`src/rtl/reg_bank_pkg.sv`:
```
// Shared definitions for the register bank: FSM state type and byte-lane width.
package reg_bank_pkg;

    localparam int unsigned LANE_W = 8;

    typedef enum logic {
        IDLE  = 1'b0,
        CLEAR = 1'b1
    } state_t;

endpackage

```
`src/rtl/reg_bank_bytewr.sv`:
```
// Byte-masked merge: each lane takes new data when its enable is set,
// otherwise keeps the old entry contents.
module reg_bank_bytewr
    import reg_bank_pkg::*;
#(
    parameter int unsigned WIDTH = 256
) (
    input  logic [WIDTH-1:0]        old_data,
    input  logic [WIDTH-1:0]        new_data,
    input  logic [WIDTH/LANE_W-1:0] byte_en,
    output logic [WIDTH-1:0]        merged
);

    // Per-lane select between old and new data.
    always_comb begin
        merged = old_data;
        for (int unsigned i = 0; i < WIDTH / LANE_W; i++) begin
            if (byte_en[i]) begin
                merged[i*LANE_W +: LANE_W] = new_data[i*LANE_W +: LANE_W];
            end
        end
    end

endmodule

```
`src/rtl/reg_bank_mem.sv`:
```
// Register bank with byte-enabled writes, per-entry valid bits, error
// signalling for invalid/out-of-range accesses and a one-entry-per-cycle
// clear sweep.
module reg_bank_mem
    import reg_bank_pkg::*;
#(
    parameter int unsigned WIDTH = 256,
    parameter int unsigned DEPTH = 8,
    parameter int unsigned AW    = $clog2(DEPTH)
) (
    input  logic                    clk,
    input  logic                    rst_n,
    input  logic                    regEN,
    input  logic                    regRW,
    input  logic [AW-1:0]           regAddr,
    input  logic [WIDTH-1:0]        regWrite,
    input  logic [WIDTH/LANE_W-1:0] regByteEn,
    input  logic                    regClr,
    output logic [WIDTH-1:0]        regBus,
    output logic                    regFlag,
    output logic                    regErr,
    output logic                    regBusy
);

    localparam logic [AW:0]   DEPTH_EXT = (AW+1)'(DEPTH);
    localparam logic [AW-1:0] LAST_IDX  = AW'(DEPTH - 1);

    state_t          state;
    logic [AW-1:0]   sweep_cnt;
    logic [DEPTH-1:0] valid;
    logic [WIDTH-1:0] mem [DEPTH];

    logic            in_range;
    logic [AW-1:0]   idx;
    logic            accept;
    logic            reject;
    logic            wr_accept;
    logic [WIDTH-1:0] rd_data;
    logic [WIDTH-1:0] merged;

    assign in_range  = ({1'b0, regAddr} < DEPTH_EXT);
    // Out-of-range addresses are clamped so the storage index is always legal;
    // in_range gates every effect of such an access.
    assign idx       = in_range ? regAddr : '0;
    assign accept    = regEN && (state == IDLE) && !regClr;
    assign reject    = regEN && !((state == IDLE) && !regClr);
    assign wr_accept = accept && !regRW && in_range;
    assign rd_data   = mem[idx];
    assign regBusy   = (state == CLEAR);

    reg_bank_bytewr #(
        .WIDTH (WIDTH)
    ) u_bytewr (
        .old_data (rd_data),
        .new_data (regWrite),
        .byte_en  (regByteEn),
        .merged   (merged)
    );

    // Entry data storage (not reset): sweep zeroing or byte-masked write.
    always_ff @(posedge clk) begin
        if (state == CLEAR) begin
            mem[sweep_cnt] <= '0;
        end else if (wr_accept) begin
            mem[idx] <= merged;
        end
    end

    // FSM, sweep counter, valid bits and registered response outputs.
    always_ff @(posedge clk or negedge rst_n) begin
        if (!rst_n) begin
            state     <= IDLE;
            sweep_cnt <= '0;
            valid     <= '0;
            regBus    <= '0;
            regFlag   <= 1'b0;
            regErr    <= 1'b0;
        end else begin
            regFlag <= accept;
            regErr  <= reject || (accept && (!in_range || (regRW && !valid[idx])));

            case (state)
                IDLE: begin
                    if (regClr) begin
                        state     <= CLEAR;
                        sweep_cnt <= '0;
                    end
                end
                CLEAR: begin
                    valid[sweep_cnt] <= 1'b0;
                    if (sweep_cnt == LAST_IDX) begin
                        state     <= IDLE;
                        sweep_cnt <= '0;
                    end else begin
                        sweep_cnt <= sweep_cnt + 1'b1;
                    end
                end
                default: begin
                    state     <= IDLE;
                    sweep_cnt <= '0;
                end
            endcase

            if (accept) begin
                if (regRW) begin
                    regBus <= (in_range && valid[idx]) ? rd_data : '0;
                end else if (in_range) begin
                    valid[idx] <= 1'b1;
                end
            end
        end
    end

endmodule

```
`config.mk`:
```
export PLATFORM = sky130hd
export DESIGN_NAME = reg_bank_mem
export DESIGN_NICKNAME = d
export VERILOG_FILES = /design/src/rtl/reg_bank_pkg.sv /design/src/rtl/reg_bank_bytewr.sv /design/src/rtl/reg_bank_mem.sv
export SDC_FILE = /design/constraint.sdc
export NUM_CORES = 2
export LEC_CHECK = 0
export BUFFER_PORTS_ARGS = -buffer_cell sky130_fd_sc_hd__buf_2
export CAP_MARGIN = 10
export CELL_PAD_IN_SITES_DETAIL_PLACEMENT = 0
export CELL_PAD_IN_SITES_GLOBAL_PLACEMENT = 1
export CORE_ASPECT_RATIO = 0.6
export CORE_UTILIZATION = 58
export CTS_BUF_LIST = sky130_fd_sc_hd__clkbuf_2 sky130_fd_sc_hd__clkbuf_4 sky130_fd_sc_hd__clkbuf_8
export CTS_CLUSTER_SIZE = 40
export DETAILED_ROUTE_END_ITERATION = 12
export PLACE_DENSITY = 0.91
export SKIP_LAST_GASP = 1
export SLEW_MARGIN = 10
export SYNTH_ARGS = -nofsm -noshare
export SYNTH_HDL_FRONTEND = slang
export SYNTH_HIERARCHICAL = 1
export SYNTH_SLANG_ARGS = --single-unit
```
`constraint.sdc`:
```
create_clock -name clk -period 49.6 [get_ports clk]
set_input_delay 2.48 -clock clk [delete_from_list [all_inputs] [get_ports clk]]
set_output_delay 2.48 -clock clk [all_outputs]
set_load 0.02 [all_outputs]
```
==> impl_metrics.toml <==
[clock_tree]
post_cts_resized = 0
cts_buffer_depth = 4
htreeDepth = 5
post-cts-setup-buffer-count = 0
cts-root-buf = "clkbuf_8"
cts_tree = "yes"
numCtsBuffers = 330
clk_pin_slew_ps = 60
worstSkewPairLatency_ps = 910
clock_sinks = 2318
cts.hold.buffers_added = 0

[placed_design]
portBuffers = 554
preCtsSetupSlack_ps = 41330
gp_congestion = 0.764
dp.final_hpwl_mm = 115

[synth]
async_reset_ff_frac = 0.116
synth_area_per_cell_um2 = 16.9
yosysSeqAreaShare = 0.723
ys.flop_type = "edfxtp_1"
synthCells = 5571
synth-edff-count = 2048
synth_cell_type_count = 37
syn_area_um2 = 94400
synth-seq-cells = 2318
syn_nets = 5869
ys_warn_count = 6

[global_routing]
grt.total_usage = 0.265
grt_start_max_net_pins = 145
grt_pass1_wl_mm = 327
grtUsageMet3 = 0.0407
grt_pass1_vias = 52500
grt_util_met2 = 0.428
grt-ovfl-total = 0
gr-usage-met1 = 0.376
busiest_layer = "met2"
antenna_found_initial = 23

[sta]
tns_ps = 0
relSlewSlack = 0.121
max_freq_ghz = 0.134
rsz0062_at_grt = "no"
min_period_over_period = 0.150
hold_viol = 0
worst_slew_pin_slew_ps = 1320
fin_skew_ps = 42.2
period_needed_ps = 7460
finalWorstSetupSlack_ps = 42140
drv_slew = 0
whs_ps = 470
setup_viol = 0

[outcome]
status = "complete, no violations"

[die]
coreArea_um2 = 161000
core.rowCount = 114
die-area_um2 = 164000
die_h_um = 314
chipWidth_um = 523
io_pins = 555
initial_core_util = 0.585

[finish]
syn2layout_area_growth_pct = 11.4
final_cell_mix = "edfxtp_1, mux2_2, buf_2"
final_core_util = 0.652
drive_above_1_share = 0.273
nNetsFinal = 6452
layout_commonest_cell = "edfxtp_1"

[detailed_routing]
vias_per_cell = 6.08
drc = 0
ant_nets = 0
wl_per_cell_um = 25.6
dr.pass1.iters = 8
first_iter_violations = 4856
num_vias = 52200
totalWireLength_mm = 220

[setup_path]
cp-startpoint = "regAddr[0]"
path_max_fanout = 133
worstPathRequired_ps = 50220
r2r_start = "regBusy$_DFF_PN0_"
crit_type = "input port to register"
critPathLaunchType = "input port"
end_kind = "register"
cp.arrival_ps = 8070

[flow_run]
max_cap_viol_count = 0

[pwr]
irDropWorstVdd_mv = 0.0408
power.leakage_nw = 39.8
power.density_nw_per_um2 = 52.1

[worst_hold_path]
hp-class = "register to register"
worstHoldStart = "regBus[221]$_DFFE_PN0P_"
final cells by class:
class | instances | area, µm²
fillers | 10800 | 56200
diodes | 16 | 40.0
clock buffers | 478 | 5910
well taps | 2146 | 2690
flip-flops and latches | 2318 | 68300
inverters | 256 | 961
repair buffers | 628 | 3510
clock inverters | 118 | 792
multi-input cells | 2620 | 23000
power by group:
group	switching (mW)	internal [mW]	leakage, nW	total (mW)
clock network	0.719	0.811	3.56	1.53
logic	0.767	0.312	13.1	1.08
registers	0.142	2.73	23.1	2.87
total	1.63	3.85	39.8	5.48
synthesized netlist by cell type, types with 2 or more instances:
master / n / area (µm²)
edfxtp_1: 2048 / 61500
mux2_2: 568 / 6400
mux2i_1: 512 / 5120
dfrtp_1: 270 / 6760
nand2_1: 270 / 1010
o31ai_1: 260 / 1950
and2_1: 257 / 1610
a221o_1: 256 / 2560
inv_1: 256 / 961
o22ai_1: 256 / 1600
mux2_1: 200 / 2250
clkbuf_1: 151 / 567
buf_2: 96 / 480
buf_6: 79 / 890
buf_4: 29 / 218
clkbuf_4: 15 / 113
nand3_1: 6 / 30.0
a22o_1: 5 / 43.8
buf_1: 5 / 18.8
nor2_1: 4 / 15.0
nor2b_1: 4 / 25.0
o21ai_0: 4 / 20.0
a21oi_1: 2 / 10.0
buf_12: 2 / 40.0
ha_1: 2 / 25.0
mux4_2: 2 / 45.0
nand2b_1: 2 / 12.5
state kept, by name, summed over array words and instances, names as in the netlist:
name	flops
regErr	1
regFlag	1
regBus	256
mem	2048
sweep_cnt	3
regBusy	1
valid	8
worst max-delay path: stages:
cell     delay, ps
buf_8          520
buf_12         670
buf_4          880
buf_4          840
buf_4          970
mux2_2         420
o22ai_1        170
a221o_1        190
inv_1           60
mux2_2         250
and2_1         200
final timing paths:
path | end | cells after the start | slack [ps]
setup / recovery | mem[5][141]$_DFFE_PP_ | 11 | 42140
hold / removal | regBus[221]$_DFFE_PN0P_ | 2 | 470
setup reg to reg | mem[3][159]$_DFFE_PP_ | 7 | 44260
hold reg to reg | regBus[221]$_DFFE_PN0P_ | 2 | 470
max in group asynchronous | regBus[8]$_DFFE_PN0P_ | 2 | 46490
min in group asynchronous | regBus[100]$_DFFE_PN0P_ | 1 | 1560
cells by family (layout without fill, tap and decap cells):
| kind of cell | Yosys count | in the layout | share of synthesized area |
|---|---|---|---|
| AO/OA/AOI/OAI | 786 | 786 | 0.0658 |
| adder cells (fa/ha/maj) | 2 | 2 | 0.000265 |
| buffers and inverters | 633 | 1480 | 0.0348 |
| flip-flops | 2318 | 2318 | 0.723 |
| multiplexers | 1283 | 1283 | 0.147 |
| other | 0 | 16 | 0 |
| AND/OR/NAND/NOR | 549 | 549 | 0.0292 |
per-stage QoR:
stage | area, µm² | cells | power (mW)
floorplan | 94400 | 5571 | 3.84
global placement | 98400 | 7968 | 3.95
detailed placement | 98400 | 7968 | 3.99
CTS | 105000 | 8564 | 5.51
global route | 105000 | 8575 | 5.69
finish | 105000 | 8580 | 5.48
metal layers:
layer	share of wire	wire [µm]
met1	0.42	91800
met3	0.074	16200
met4	0.023	5010
met2	0.49	107000
met5	0.00026	58
(Power assumes the default switching activity.)
